**src/rtl/demux_16w_1to2_buf.sv**
```systemverilog
// demux_16w_1to2_buf: registered 1-to-2 demultiplexer for datapath words.
// Each accepted word is steered by Sel into one of two independent FIFO
// queues (A when Sel=1, B when Sel=0). Each queue drains through its own
// valid/ready port, so one stalled consumer never blocks the other.

module demux_16w_1to2_buf_q #(
   parameter int DEPTH = 2,
   parameter int WIDTH = 16
) (
   input  logic                     clk,
   input  logic                     rst,
   input  logic                     push,
   input  logic                     ready,
   input  logic [WIDTH-1:0]         d,
   output logic                     valid,
   output logic                     full,
   output logic [WIDTH-1:0]         head,
   output logic [$clog2(DEPTH):0]   count
);
   localparam int PW = $clog2(DEPTH);
   localparam int CW = PW + 1;

   logic [WIDTH-1:0] mem [DEPTH];
   logic [PW-1:0]    wr_ptr;
   logic [PW-1:0]    rd_ptr;
   logic             pop;

   assign valid = (count != '0);
   assign full  = (count == CW'(DEPTH));
   // A pop with an empty queue is ignored; the head is forced to zero when empty.
   assign pop   = valid && ready;
   assign head  = valid ? mem[rd_ptr] : '0;

   // Storage, pointers and occupancy; pointers wrap naturally at DEPTH (power of two).
   always_ff @(posedge clk) begin
      if (rst) begin
         for (int i = 0; i < DEPTH; i++) begin
            mem[i] <= '0;
         end
         wr_ptr <= '0;
         rd_ptr <= '0;
         count  <= '0;
      end else begin
         if (push) begin
            mem[wr_ptr] <= d;
            wr_ptr      <= wr_ptr + PW'(1);
         end
         if (pop) begin
            rd_ptr <= rd_ptr + PW'(1);
         end
         case ({push, pop})
            2'b10:   count <= count + CW'(1);
            2'b01:   count <= count - CW'(1);
            default: count <= count;
         endcase
      end
   end
endmodule

module demux_16w_1to2_buf #(
   parameter int DEPTH = 2,
   parameter int WIDTH = 16
) (
   input  logic                     Clk,
   input  logic                     Reset,
   input  logic                     In_Valid,
   output logic                     In_Ready,
   input  logic                     Sel,
   input  logic [WIDTH-1:0]         D,
   output logic                     A_Valid,
   input  logic                     A_Ready,
   output logic [WIDTH-1:0]         A,
   output logic [$clog2(DEPTH):0]   A_Count,
   output logic                     B_Valid,
   input  logic                     B_Ready,
   output logic [WIDTH-1:0]         B,
   output logic [$clog2(DEPTH):0]   B_Count
);
   logic a_full;
   logic b_full;
   logic accept;
   logic push_a;
   logic push_b;

   // Readiness looks only at the selected queue; a full queue never passes
   // a word through even if it pops in the same cycle.
   assign In_Ready = !Reset && (Sel ? !a_full : !b_full);
   assign accept   = In_Valid && In_Ready;
   assign push_a   = accept && Sel;
   assign push_b   = accept && !Sel;

   demux_16w_1to2_buf_q #(.DEPTH(DEPTH), .WIDTH(WIDTH)) u_qa (
      .clk   (Clk),
      .rst   (Reset),
      .push  (push_a),
      .ready (A_Ready),
      .d     (D),
      .valid (A_Valid),
      .full  (a_full),
      .head  (A),
      .count (A_Count)
   );

   demux_16w_1to2_buf_q #(.DEPTH(DEPTH), .WIDTH(WIDTH)) u_qb (
      .clk   (Clk),
      .rst   (Reset),
      .push  (push_b),
      .ready (B_Ready),
      .d     (D),
      .valid (B_Valid),
      .full  (b_full),
      .head  (B),
      .count (B_Count)
   );
endmodule

```
**config.mk**
```make
export PLATFORM = sky130hd
export DESIGN_NAME = demux_16w_1to2_buf
export DESIGN_NICKNAME = d
export VERILOG_FILES = /design/src/rtl/demux_16w_1to2_buf.sv
export SDC_FILE = /design/constraint.sdc
export NUM_CORES = 1
export LEC_CHECK = 0
export ABC_CLOCK_PERIOD_IN_PS = 4000
export BUFFER_PORTS_ARGS = -buffer_cell sky130_fd_sc_hd__buf_2
export CORE_ASPECT_RATIO = 2
export CORE_MARGIN = 1.5
export CORE_UTILIZATION = 23
export CTS_CLUSTER_DIAMETER = 40
export DETAILED_ROUTE_END_ITERATION = 10
export PLACE_DENSITY = 0.44
export SETUP_SLACK_MARGIN = 0.15
export SYNTH_ARGS = -nofsm -noshare
export SYNTH_HDL_FRONTEND = slang
export SYNTH_SLANG_ARGS = --single-unit
```
**constraint.sdc**
```tcl
create_clock -name Clk -period 4 [get_ports Clk]
set_input_delay 0.4 -clock Clk [delete_from_list [all_inputs] [get_ports Clk]]
set_output_delay 0.4 -clock Clk [all_outputs]
set_load 0.01 [all_outputs]
```
* Yosys cells after proc, flatten, opt, wreduce, memory -nomap -nowiden
Memory sizes are Yosys's and may differ from the RTL's. A register that Yosys moved wholly into a read port is not among the register bits. Index checks and enable logic that the tools add are counted.
Word-level totals: memories kept 2, register bits 8, input bits 22, memory bits (writable) 64
Memory list:
- u_qa.mem | words 2, width 16, read ports 1, clocked after memory_dff 1, wr ports 2, RTL line 23 | logic [WIDTH-1:0] mem [DEPTH];
- u_qb.mem | words 2, width 16, read ports 1, clocked after memory_dff 1, wr ports 2, RTL line 23
Operators by class: eq/ne operators 6, add/sub/neg operators 8, reduce and logical (&&, ||, !) cells 16, multiplexer cells 23
Operators with widths (count):
- 2-to-1 mux 16 bit | 4
- OR reduction 16 bit | 2
- 2-to-1 mux 1 bit | 17
- equality test 2 bit, second input constant | 4
- case mux 2 bit (2 select lines) | 2
- nonzero test 2 bit | 4
- logical AND 1 bit | 6
- adder 1 bit, second input constant | 4
- adder 2 x 1 -> 2 bit, second input constant | 2
- equality test 2 x 1 -> 1 bit, second input constant | 2
- zero test 1 bit | 4
- subtractor 2 x 1 -> 2 bit, second input constant | 2

* Longest topological paths before layout
depth after elaboration 11, depth in mapped cells 8, depth with buffers taken out 7

* By module
From an unflattened synthesis, not the netlist that was laid out.
Second synthesis, totals: cell total of the unflattened synthesis 298, area total of the unflattened synthesis 3387.0 um^2
Modules (own cells, without submodules):
- demux_16w_1to2_buf_q | area each 1664.1 um^2, instances 2, seq. area each 1061.0 um^2, cells an instance 147
- demux_16w_1to2_buf | area each 58.8 um^2, instances 1, seq. area each 0.0 um^2, cells an instance 4

* Worst setup path after synthesis
Ideal clock, no wire load.
path kind register -> register, start point register u_qa.count[0], end point memory u_qa.mem[0][0] (enable), arrival time 1584 ps, data required time 3608 ps, buffers on the path 0, setup slack 2024 ps, cell stages (with the launch flop) 4, path through dfxtp_1 -> nand2b_2 -> nand3_1 -> o21bai_1
RTL lines:
- start, declared | RTL line 18 | output logic [$clog2(DEPTH):0] count
- start signal, assigned | RTL line 52 | 2'b10: count <= count + CW'(1);
- start signal, assigned | RTL line 53 | 2'b01: count <= count - CW'(1);
- start signal, assigned | RTL line 54 | default: count <= count;
- end, declared | RTL line 23

* Worst setup path after layout
start point register u_qa.count[0], end point output port A[2]
Between the ends: word-level cells in the longest chain between the ends 2
Ends and longest elaborated chain:
- nonzero test 2 bit | RTL line 28 | assign valid = (count != '0);
- 2-to-1 mux 16 bit | RTL line 32 | assign head = valid ? mem[rd_ptr] : '0;
- end, declared | RTL line 72 | output logic [WIDTH-1:0] A,
Every way passes these cells.

==> flow_summary.yaml <==
cts:
  cts.sinks: 74
  cts_tree: "done"
  clk_path_buf_depth: 2
  clk_transition_reported_paths_ps: 50
  cts.repair.resized: 0
  cts_inserted_buffers: 9
  cts_root_buffer: "clkbuf_16"
  htree_levels: 3
  cts_setup_buffers: 0
  clk_latency_ps: 330
  ctsHoldBuffers: 0
pwr:
  p_int_w: 0.00149
  power_density_nw_per_um2: 503
  p_leak_nw: 1.57
  ir_drop_uv: 214
  p_sw_w: 0.000540
  total_power_w: 0.00203
  clock_power_share_pct: 35.8
  pwr-share-seq_pct: 47.2
  switching_share_pct: 26.5
  comb_power_share_pct: 17.0
yosys:
  syn-num-nets: 311
  syn_avg_cell_area_um2: 11.5
  yosysWarnings: 0
  synth-seq-cells: 74
  synth_cells: 287
  synth_flop_cell: "edfxtp_1"
  synth-async-reset-ratio_pct: 0
  ys_seq_area_share_pct: 64.4
  synth_area_um2: 3290
  yosysUniqueCellTypes: 28
  synth_edf_count: 64
detailed_routing:
  wl_met2_um: 4080
  wl_per_cell_um: 14.8
  top_layer: "met4"
  via_count: 2183
  postRouteAntennaNets: 0
  viasPerCell: 4.05
  first_iter_violations: 138
  wl_met3_um: 361
  drt_wl_total_um: 7980
  drc: 0
  firstDrtPassIters: 4
  wl_met1_um: 3130
sta:
  skew_ps: 6.03
  period_needed_ps: 2300
  hold_viol: 0
  timing.slew.headroom_pct: 23.7
  timing.fmax_ghz: 0.434
  tightest_slew_ps: 1140
  period_share_pct: 57.6
  postLayoutSetupSlackWorst_ps: 1700
  finalMaxSlewViolations: 0
  setup_violations: 0
  setup-tns-final_ps: 0
  rsz0062_at_grt: "no"
die:
  pin_count: 61
  coreArea_um2: 14000
  fp.dieH_um: 172
  dieArea_um2: 15100
  die_w_um: 87.6
  row_count: 61
  start_util_pct: 23.6
global_route:
  grt_pass1_wl_um: 12000
  grt_max_degree: 22
  antenna_found_initial: 0
  gr-usage-all-layers_pct: 11.3
  overflow: 0
  grt_pass1_vias: 2218
setup_path:
  regToRegStartpoint: "u_qa.count[0]"
  r2r_cells: 6
  worstPathCellList: "nor2_1 -> nor2_1 -> buf_2"
  cp.arrival_ps: 1900
  rr_endpoint: "u_qa.count[1]"
  max_stage_delay_ps: 880
  reg2reg_setup_slack_ps: 1970
  required_ps: 3600
  crit_top_cell: "nor2_1"
  criticalPathCategory: "register to output pin"
  crit_fanout: 17
  start_kind: "register"
  cp_slowest_cell: "nor2_1"
  crit_path_end_kind: "output pin"
  critPathLaunch: "u_qa.count[0]"
layout:
  area_delta_synth_final_pct: 22.6
  layout_common_cells: "nor2_1 (108), edfxtp_1 (64), buf_2 (60)"
  multiInputGateArea_um2: 1080
  fin_nets: 370
  drive_gt1_share_pct: 23.1
  n_fill_cell: 1471
  num_antenna_cells: 0
  seq_area_um2: 2120
  final_common_cell: "nor2_1"
placement:
  pre_cts_slack_ps: 1890
  placement.io_buffers: 60
  dp_hpwl_um: 5760
  gp_congestion: 0.787
job:
  maxCapViolCount: 0
run_status:
  status: "finished clean"
min_path:
  min_from: "Reset"
  whs_path_depth: 2
  hp-class: "primary input to register"
## cell type report
type	instances	area share (%)
multi-input cells	194	26.7
inverters	5	0.465
flip-flops and latches	74	52.5
repair buffers	62	7.81
clock buffers	15	6.63
well taps	189	5.86
## synthesized netlist by cell type (3+ instances only)
library cell | n | area share (%)
buf_2 | 11 | 1.7
inv_1 | 5 | 0.57
nand2_1 | 16 | 1.8
nand3_2 | 3 | 0.91
o21ai_0 | 5 | 0.76
dfxtp_1 | 10 | 6.1
mux2i_1 | 33 | 10
xor2_1 | 4 | 1.1
edfxtp_1 | 64 | 58
nor2_1 | 108 | 12
## stage by stage
| stage | util, % | cell area [um2] | instances | hold WS, ps |
|---|---|---|---|---|
| final | 28.9 | 4040 | 539 | 465 |
| after CTS | 28.9 | 4040 | 539 | 454 |
| after global placement | 27.0 | 3770 | 524 | 489 |
| after global routing | 28.9 | 4040 | 539 | 500 |
| after floorplan | - | 3290 | 287 | 472 |
| after detailed placement | 27.0 | 3770 | 524 | 497 |
## registers in the layout (all words and copies together) (netlist names), named ones only
signal,flops
u_qa.mem,32
u_qb.mem,32
u_qa.count,2
u_qb.count,2
u_qa.rd_ptr,1
u_qa.wr_ptr,1
u_qb.rd_ptr,1
u_qb.wr_ptr,1
## worst max-delay path by stage
stage	slack (ps)	end
3_3_place_gp	1960	u_qb.mem[0][0]
3_5_place_dp	1890	u_qb.mem[0][5]
5_1_grt	1450	A[4]
4_1_cts	1620	A[2]
2_1_floorplan	2020	u_qa.mem[0][0]
6_report	1700	A[2]
## kinds of logic (layout without fill, tap and decap cells)
family / Yosys count / count (layout) / share of synthesized area (%)
simple gates: 141 / 141 / 18.0
mux: 34 / 34 / 10.4
buf+inv: 19 / 82 / 2.81
flops: 74 / 74 / 64.4
compound gates: 11 / 11 / 2.05
fa+ha+maj: 2 / 2 / 0.760
xor+xnor: 6 / 6 / 1.60
## power by group through the flow
stage / Clock (W) / Sequential, W / Combinational [W]
global route: 0.000764 / 0.000970 / 0.000387
CTS: 0.000742 / 0.000963 / 0.000356
detailed placement: 0 / 0.000978 / 0.000354
finish: 0.000727 / 0.000960 / 0.000346
floorplan: 0 / 0.000942 / 0.000252
global placement: 0 / 0.000977 / 0.000350
## metal layers
layer / vias up / GRT usage (%)
li1: 1090 / -
met1: 1004 / 12.3
met2: 73 / 19.2
met3: 16 / 2.15
met4: 0 / 8.07
met5: - / 0
## critical path, delay by kind of cell (launching register included)
family	cells	cell delay, ps
AND/OR/NAND/NOR	2	1020
buffers and inverters	1	190
flip-flops	1	370
Power figures use the tool's default switching activity.
